==> src/rtl/alu_muldiv.sv <==
// rtl/alu_muldiv.sv - MIPS ALU with branch-target adder and iterative mul/div unit (HI/LO)
module alu_muldiv #(
  parameter int WIDTH    = 32,
  parameter int PC_SHIFT = 2
) (
  input  logic             clk,
  input  logic             rst_n,
  input  logic [WIDTH-1:0] a,
  input  logic [WIDTH-1:0] b,
  input  logic [WIDTH-1:0] imm_ext,
  input  logic [WIDTH-1:0] pc,
  input  logic [3:0]       sel,
  input  logic             md_start,
  input  logic             md_signed,
  output logic [WIDTH-1:0] alu_out,
  output logic             zero_flag,
  output logic [WIDTH-1:0] add_result,
  output logic             busy,
  output logic             md_done,
  output logic             div_by_zero,
  output logic             stall
);
  localparam int SW = $clog2(WIDTH);

  localparam logic [3:0] OP_AND  = 4'd0;
  localparam logic [3:0] OP_ADD  = 4'd1;
  localparam logic [3:0] OP_OR   = 4'd2;
  localparam logic [3:0] OP_SUB  = 4'd3;
  localparam logic [3:0] OP_SLT  = 4'd4;
  localparam logic [3:0] OP_NOR  = 4'd5;
  localparam logic [3:0] OP_XOR  = 4'd6;
  localparam logic [3:0] OP_SLTU = 4'd7;
  localparam logic [3:0] OP_SLL  = 4'd8;
  localparam logic [3:0] OP_SRL  = 4'd9;
  localparam logic [3:0] OP_SRA  = 4'd10;
  localparam logic [3:0] OP_MFHI = 4'd11;
  localparam logic [3:0] OP_MFLO = 4'd12;
  localparam logic [3:0] OP_MUL  = 4'd13;
  localparam logic [3:0] OP_DIV  = 4'd14;

  typedef enum logic [1:0] {IDLE, PREP, RUN, FIX} state_t;

  state_t             state;
  logic [WIDTH-1:0]   hi, lo;
  logic [WIDTH-1:0]   a_q, b_q;
  logic [WIDTH-1:0]   m_op;
  logic [WIDTH-1:0]   p_hi, p_lo;
  logic               op_div, sgn, neg_q, neg_r;
  logic [SW-1:0]      cnt;

  logic [SW-1:0]      shamt;
  logic [WIDTH-1:0]   abs_a, abs_b;
  logic [WIDTH:0]     mul_sum, div_trial, div_diff;
  logic [2*WIDTH-1:0] prod, prod_fix;
  logic [WIDTH-1:0]   q_fix, r_fix;

  assign shamt      = a[SW-1:0];
  assign zero_flag  = (a == b);
  assign add_result = (imm_ext << PC_SHIFT) + pc;
  assign stall      = busy & (sel == OP_MFHI || sel == OP_MFLO || sel == OP_MUL || sel == OP_DIV);

  always_comb begin
    alu_out = '0;
    case (sel)
      OP_AND:  alu_out = a & b;
      OP_ADD:  alu_out = a + b;
      OP_OR:   alu_out = a | b;
      OP_SUB:  alu_out = a - b;
      OP_SLT:  alu_out = {{(WIDTH-1){1'b0}}, $signed(a) < $signed(b)};
      OP_NOR:  alu_out = ~(a | b);
      OP_XOR:  alu_out = a ^ b;
      OP_SLTU: alu_out = {{(WIDTH-1){1'b0}}, a < b};
      OP_SLL:  alu_out = b << shamt;
      OP_SRL:  alu_out = b >> shamt;
      OP_SRA:  alu_out = $signed(b) >>> shamt;
      OP_MFHI: alu_out = hi;
      OP_MFLO: alu_out = lo;
      default: alu_out = '0;
    endcase
  end

  // Operands are captured raw at accept; magnitudes are formed one cycle later in PREP.
  assign abs_a     = (sgn && a_q[WIDTH-1]) ? -a_q : a_q;
  assign abs_b     = (sgn && b_q[WIDTH-1]) ? -b_q : b_q;
  assign mul_sum   = {1'b0, p_hi} + (p_lo[0] ? {1'b0, m_op} : {(WIDTH+1){1'b0}});
  assign div_trial = {p_hi, p_lo[WIDTH-1]};
  assign div_diff  = div_trial - {1'b0, m_op};
  assign prod      = {p_hi, p_lo};
  assign prod_fix  = neg_q ? -prod : prod;
  assign q_fix     = neg_q ? -p_lo : p_lo;
  assign r_fix     = neg_r ? -p_hi : p_hi;

  always_ff @(posedge clk) begin
    if (!rst_n) begin
      state       <= IDLE;
      hi          <= '0;
      lo          <= '0;
      busy        <= 1'b0;
      md_done     <= 1'b0;
      div_by_zero <= 1'b0;
      a_q         <= '0;
      b_q         <= '0;
      m_op        <= '0;
      p_hi        <= '0;
      p_lo        <= '0;
      op_div      <= 1'b0;
      sgn         <= 1'b0;
      neg_q       <= 1'b0;
      neg_r       <= 1'b0;
      cnt         <= '0;
    end else begin
      md_done     <= 1'b0;
      div_by_zero <= 1'b0;
      case (state)
        IDLE: begin
          if (md_start && (sel == OP_MUL || sel == OP_DIV)) begin
            a_q    <= a;
            b_q    <= b;
            sgn    <= md_signed;
            op_div <= (sel == OP_DIV);
            busy   <= 1'b1;
            state  <= PREP;
          end
        end
        PREP: begin
          neg_q <= sgn & (a_q[WIDTH-1] ^ b_q[WIDTH-1]);
          neg_r <= sgn & a_q[WIDTH-1];
          m_op  <= op_div ? abs_b : abs_a;
          p_lo  <= op_div ? abs_a : abs_b;
          p_hi  <= '0;
          cnt   <= '0;
          state <= RUN;
        end
        RUN: begin
          if (op_div) begin
            // Restoring step: remainder in p_hi, dividend shifts out of p_lo as quotient shifts in.
            if (!div_diff[WIDTH]) begin
              p_hi <= div_diff[WIDTH-1:0];
              p_lo <= {p_lo[WIDTH-2:0], 1'b1};
            end else begin
              p_hi <= div_trial[WIDTH-1:0];
              p_lo <= {p_lo[WIDTH-2:0], 1'b0};
            end
          end else begin
            {p_hi, p_lo} <= {mul_sum, p_lo[WIDTH-1:1]};
          end
          cnt <= cnt + 1'b1;
          if (&cnt) state <= FIX;
        end
        FIX: begin
          if (!op_div) begin
            {hi, lo} <= prod_fix;
          end else if (b_q == '0) begin
            hi          <= a_q;
            lo          <= '1;
            div_by_zero <= 1'b1;
          end else begin
            hi <= r_fix;
            lo <= q_fix;
          end
          md_done <= 1'b1;
          busy    <= 1'b0;
          state   <= IDLE;
        end
        default: state <= IDLE;
      endcase
    end
  end
endmodule
==> config.mk <==
export PLATFORM = sky130hd
export DESIGN_NAME = alu_muldiv
export DESIGN_NICKNAME = d
export VERILOG_FILES = /design/src/rtl/alu_muldiv.sv
export SDC_FILE = /design/constraint.sdc
export NUM_CORES = 2
export LEC_CHECK = 0
export CAP_MARGIN = 20
export CORE_MARGIN = 1.5
export CORE_UTILIZATION = 30
export DETAILED_ROUTE_END_ITERATION = 6
export PLACE_DENSITY_LB_ADDON = 0.2
export SYNTH_ARGS = -nofsm -noshare
export SYNTH_HDL_FRONTEND = slang
export SYNTH_SLANG_ARGS = --single-unit
==> constraint.sdc <==
create_clock -name clk -period 6.41 [get_ports clk]
set_input_delay 0.9615 -clock clk [delete_from_list [all_inputs] [get_ports clk]]
set_output_delay 0.9615 -clock clk [all_outputs]
set_load 0.005 [all_outputs]
==> impl_metrics.toml <==
[final_layout]
layout-drive-gt1-share_pct = 8.023
fin_area_um2 = 31980
final_nets = 4272
area_growth_syn_to_layout_pct = 16.68
final_core_utilization_pct = 35.42

[clock_network]
max-clock-path-buffers = 3
number_of_sinks_driven_by_the_clock_tree = 238
cts_setup_buffers = 0
cts_made_buffers = 29
clock_tree_from_tritoncts = "built"
cts.htree.levels = 1
cts.clk_slew.worst_paths_ns = 0.06
clock_tree.root_cell = "sky130_fd_sc_hd__clkbuf_16"
postCtsHoldBufs = 0
clk_latency_ns = 0.59

[global_route]
antenna_found_initial = 1
grt.overflow.total = 0
grt_pass1_vias = 27840
grt_first_pass_wirelength_um = 181900
grt_start_max_net_pins = 77
grt.total_usage_pct = 25.21

[critical_path]
setup.worst_path.start_class = "input pin"
timing.critical_path.required_ns = 5.45
worst-setup-path-type = "input pin to primary output"
crit_end_element = "primary output"
crit_fanout = 5
crit_arrival_ns = 5.25

[sta]
max_slew_margin_pct = 36.63
timing.fmax_mhz = 161.0
clock_skew_ns = 0.02629
final.period_utilization_pct = 96.87
report.final.slew_viol_count = 0
rsz0062_at_grt = "false"
hold_fails_final_rpt = 0
final.min_clock_period_ns = 6.209
setup_viol = 0
tightest_slew_ns = 0.9373

[run_status]
outcome = "finished clean"

[die]
die_width_um = 305.3
initial_core_util_pct = 30.36
die_h_um = 305.3
die_area_um2 = 93180
floorplan.rows = 110
num_io_pins = 205
core_um2 = 90290

[logic_synthesis]
synth_top_flop_cell = "sky130_fd_sc_hd__dfxtp_1"
synth.ff_latch_count = 238
netlist_area_um2 = 27410
synth_edf_count = 0
synth_cells = 3838
synth.distinct_cells = 86
async_flop_share_pct = 0
yosysWarningCount = 0
sequential_cell_area_fraction_in_the_yosys_report_pct = 17.38
synth_fp_nets = 4181
synth_area_per_cell_um2 = 7.141

[route]
total_routed_length_um = 122500
route.antenna.remaining_nets = 0
first_pass_iters = 6
route.vias.total = 29600
1st_iter_drt_viols = 2962
detail_route.vias_per_cell = 5.772
detail_route.drc_violations = 0
routed_length_per_placed_instance_um = 23.88

[flow_run]
timing.max_cap.violations = 0

[power_and_ir_drop]
design_power_total_mw = 6.534
worst_ir_drop_vdd_uv = 243.1
leakagePower_nw = 13.00
power_per_cell_area_nw_per_um2 = 204.3

[placement]
finalWeightedCongestion = 0.9954
place.port_buffers = 198
hpwlAfterDp_um = 96260
cell_area_after_placement_um2 = 30900

[hold_path]
hold_class = "flop to flop"
layer usage:
layer	track usage, %	vias up	part of all wire [%]
met5	0	-	0
met4	8.006	0	3.5
met3	3.161	167	6.7
met2	40.63	1116	45
met1	34.79	14220	45
li1	-	14100	-
worst paths after layout:
check / from / to / slack (ns) / cells past startpoint
setup reg to reg: p_lo[31] / p_hi[31] / 1.83 / 16
setup / recovery: b[0] / alu_out[24] / 0.20 / 18
hold reg to reg: hi[18] / hi[18] / 0.47 / 2
hold / removal: hi[18] / hi[18] / 0.47 / 2
cell usage in the layout, fill, tap and decap left out, types with 39 or more instances in the layout:
cell type	Yosys	layout
sky130_fd_sc_hd__nand4_1	39	39
sky130_fd_sc_hd__dfxtp_1	238	236
sky130_fd_sc_hd__mux4_2	63	63
sky130_fd_sc_hd__inv_1	187	186
sky130_fd_sc_hd__xor2_1	102	101
sky130_fd_sc_hd__buf_4	4	130
sky130_fd_sc_hd__o211ai_1	60	60
sky130_fd_sc_hd__nand2b_1	57	57
sky130_fd_sc_hd__ha_1	202	199
sky130_fd_sc_hd__a22oi_1	53	53
sky130_fd_sc_hd__nor3_1	72	67
sky130_fd_sc_hd__o21ai_0	310	309
sky130_fd_sc_hd__a31oi_1	39	39
sky130_fd_sc_hd__a21o_1	60	60
sky130_fd_sc_hd__clkdlybuf4s50_1	0	192
sky130_fd_sc_hd__nand2_1	433	432
sky130_fd_sc_hd__a21oi_1	376	375
sky130_fd_sc_hd__mux2i_1	99	99
sky130_fd_sc_hd__nor2_1	416	413
sky130_fd_sc_hd__nand3_1	68	67
sky130_fd_sc_hd__xnor2_1	111	111
critical path, cell delays in order:
cell and delay [ns]:
sky130_fd_sc_hd__clkdlybuf4s50_1 0.50, sky130_fd_sc_hd__ha_1 0.19, sky130_fd_sc_hd__inv_1 0.06, sky130_fd_sc_hd__fa_1 0.37, sky130_fd_sc_hd__inv_1 0.16, sky130_fd_sc_hd__a21oi_1 0.13, sky130_fd_sc_hd__o211ai_1 0.21, sky130_fd_sc_hd__buf_4 0.15
sky130_fd_sc_hd__a221o_1 0.27, sky130_fd_sc_hd__a211o_1 0.20, sky130_fd_sc_hd__o211ai_1 0.20, sky130_fd_sc_hd__buf_4 0.23, sky130_fd_sc_hd__a211oi_1 0.25, sky130_fd_sc_hd__nor3_1 0.09, sky130_fd_sc_hd__o311a_1 0.29, sky130_fd_sc_hd__o21ai_0 0.32
sky130_fd_sc_hd__buf_4 0.17, sky130_fd_sc_hd__clkdlybuf4s50_1 0.48
power breakdown:
group / internal, mW / switching, mW
clock: 1.09 / 0.715
combinational: 1.15 / 1.89
sequential: 1.56 / 0.124
total: 3.81 / 2.73
cells by family after synthesis:
kind of cell	after synthesis	share of synthesized area [%]
AOI/OAI and AO/OA	1268	29.33
xor gates and xnor gates	213	6.806
adders and majority gates	207	9.586
buffers and inverters	458	6.359
DFF	238	17.38
muxes	176	9.367
and+or+nand+nor	1278	21.16
flip-flops by register name, summed over array words and instances (netlist names):
register / cells
cnt: 5
p_hi: 32
state: 2
neg_q: 1
op_div: 1
b_q: 32
hi: 32
sgn: 1
m_op: 32
a_q: 32
md_done: 1
busy: 1
p_lo: 32
lo: 32
div_by_zero: 1
neg_r: 1
metrics by stage:
stage | instances | setup slack (ns) | setup TNS, ns | hold WS (ns)
floorplan | 3838 | 0.7584 | 0 | 0.4229
global placement | 5074 | -0.08287 | -0.08287 | 0.4468
detailed placement | 5074 | -0.01654 | -0.01654 | 0.4523
CTS | 5127 | 0.08172 | 0 | 0.4608
global route | 5128 | 0.02091 | 0 | 0.4877
finish | 5129 | 0.2005 | 0 | 0.4653
cells in the mapped netlist, types with 11 or more instances:
| cell type | number | share of area, % |
|---|---|---|
| sky130_fd_sc_hd__xor2_1 | 102 | 3.3 |
| sky130_fd_sc_hd__nand2b_1 | 57 | 1.3 |
| sky130_fd_sc_hd__nor2b_1 | 25 | 0.57 |
| sky130_fd_sc_hd__nand4_1 | 39 | 0.89 |
| sky130_fd_sc_hd__xnor2_1 | 111 | 3.5 |
| sky130_fd_sc_hd__a21o_1 | 60 | 1.6 |
| sky130_fd_sc_hd__o41ai_1 | 13 | 0.42 |
| sky130_fd_sc_hd__a31oi_1 | 39 | 0.89 |
| sky130_fd_sc_hd__o31ai_1 | 32 | 0.88 |
| sky130_fd_sc_hd__nor4_1 | 22 | 0.50 |
| sky130_fd_sc_hd__o221ai_1 | 16 | 0.51 |
| sky130_fd_sc_hd__or3_1 | 33 | 0.75 |
| sky130_fd_sc_hd__dfxtp_1 | 238 | 17 |
| sky130_fd_sc_hd__or4_1 | 20 | 0.55 |
| sky130_fd_sc_hd__o21ai_0 | 310 | 5.7 |
| sky130_fd_sc_hd__a221o_1 | 24 | 0.88 |
| sky130_fd_sc_hd__nor2_1 | 416 | 5.7 |
| sky130_fd_sc_hd__a211o_1 | 15 | 0.48 |
| sky130_fd_sc_hd__nor3_1 | 72 | 1.3 |
| sky130_fd_sc_hd__mux2_2 | 14 | 0.58 |
| sky130_fd_sc_hd__o22ai_1 | 32 | 0.73 |
| sky130_fd_sc_hd__and3_1 | 22 | 0.50 |
| sky130_fd_sc_hd__buf_1 | 32 | 0.44 |
| sky130_fd_sc_hd__inv_1 | 187 | 2.6 |
| sky130_fd_sc_hd__nand2_1 | 433 | 5.9 |
| sky130_fd_sc_hd__or2_2 | 11 | 0.25 |
| sky130_fd_sc_hd__mux2i_1 | 99 | 3.6 |
| sky130_fd_sc_hd__a211oi_1 | 36 | 0.99 |
| sky130_fd_sc_hd__a22oi_1 | 53 | 1.5 |
| sky130_fd_sc_hd__a2111oi_0 | 11 | 0.35 |
| sky130_fd_sc_hd__nor3b_1 | 14 | 0.38 |
| sky130_fd_sc_hd__o21a_1 | 38 | 1.0 |
| sky130_fd_sc_hd__mux4_2 | 63 | 5.2 |
| sky130_fd_sc_hd__nand3_1 | 68 | 1.2 |
| sky130_fd_sc_hd__and2_1 | 22 | 0.50 |
| sky130_fd_sc_hd__o211ai_1 | 60 | 1.6 |
| sky130_fd_sc_hd__ha_1 | 202 | 9.2 |
| sky130_fd_sc_hd__a21oi_1 | 376 | 6.9 |
| sky130_fd_sc_hd__a221oi_1 | 30 | 0.96 |
| sky130_fd_sc_hd__clkbuf_1 | 225 | 3.1 |
| sky130_fd_sc_hd__o21bai_1 | 36 | 0.99 |
final cells by class:
cell class / instances / area, um^2
fill: 9636 / 58300
clock inverter: 16 / 235.2
sequential: 238 / 4770
clock buffer: 37 / 805.8
tap: 1176 / 1471
inverter: 190 / 715.7
timing repair buffer: 328 / 2958
antenna: 2 / 5.005
multi-input combinational: 3142 / 21020
repair_timing:
item                       CTS  global route
gates resized for setup      1            10
pin swaps                    0             2
setup endpoints to repair    1            13
Power figures use the tool's default switching activity.
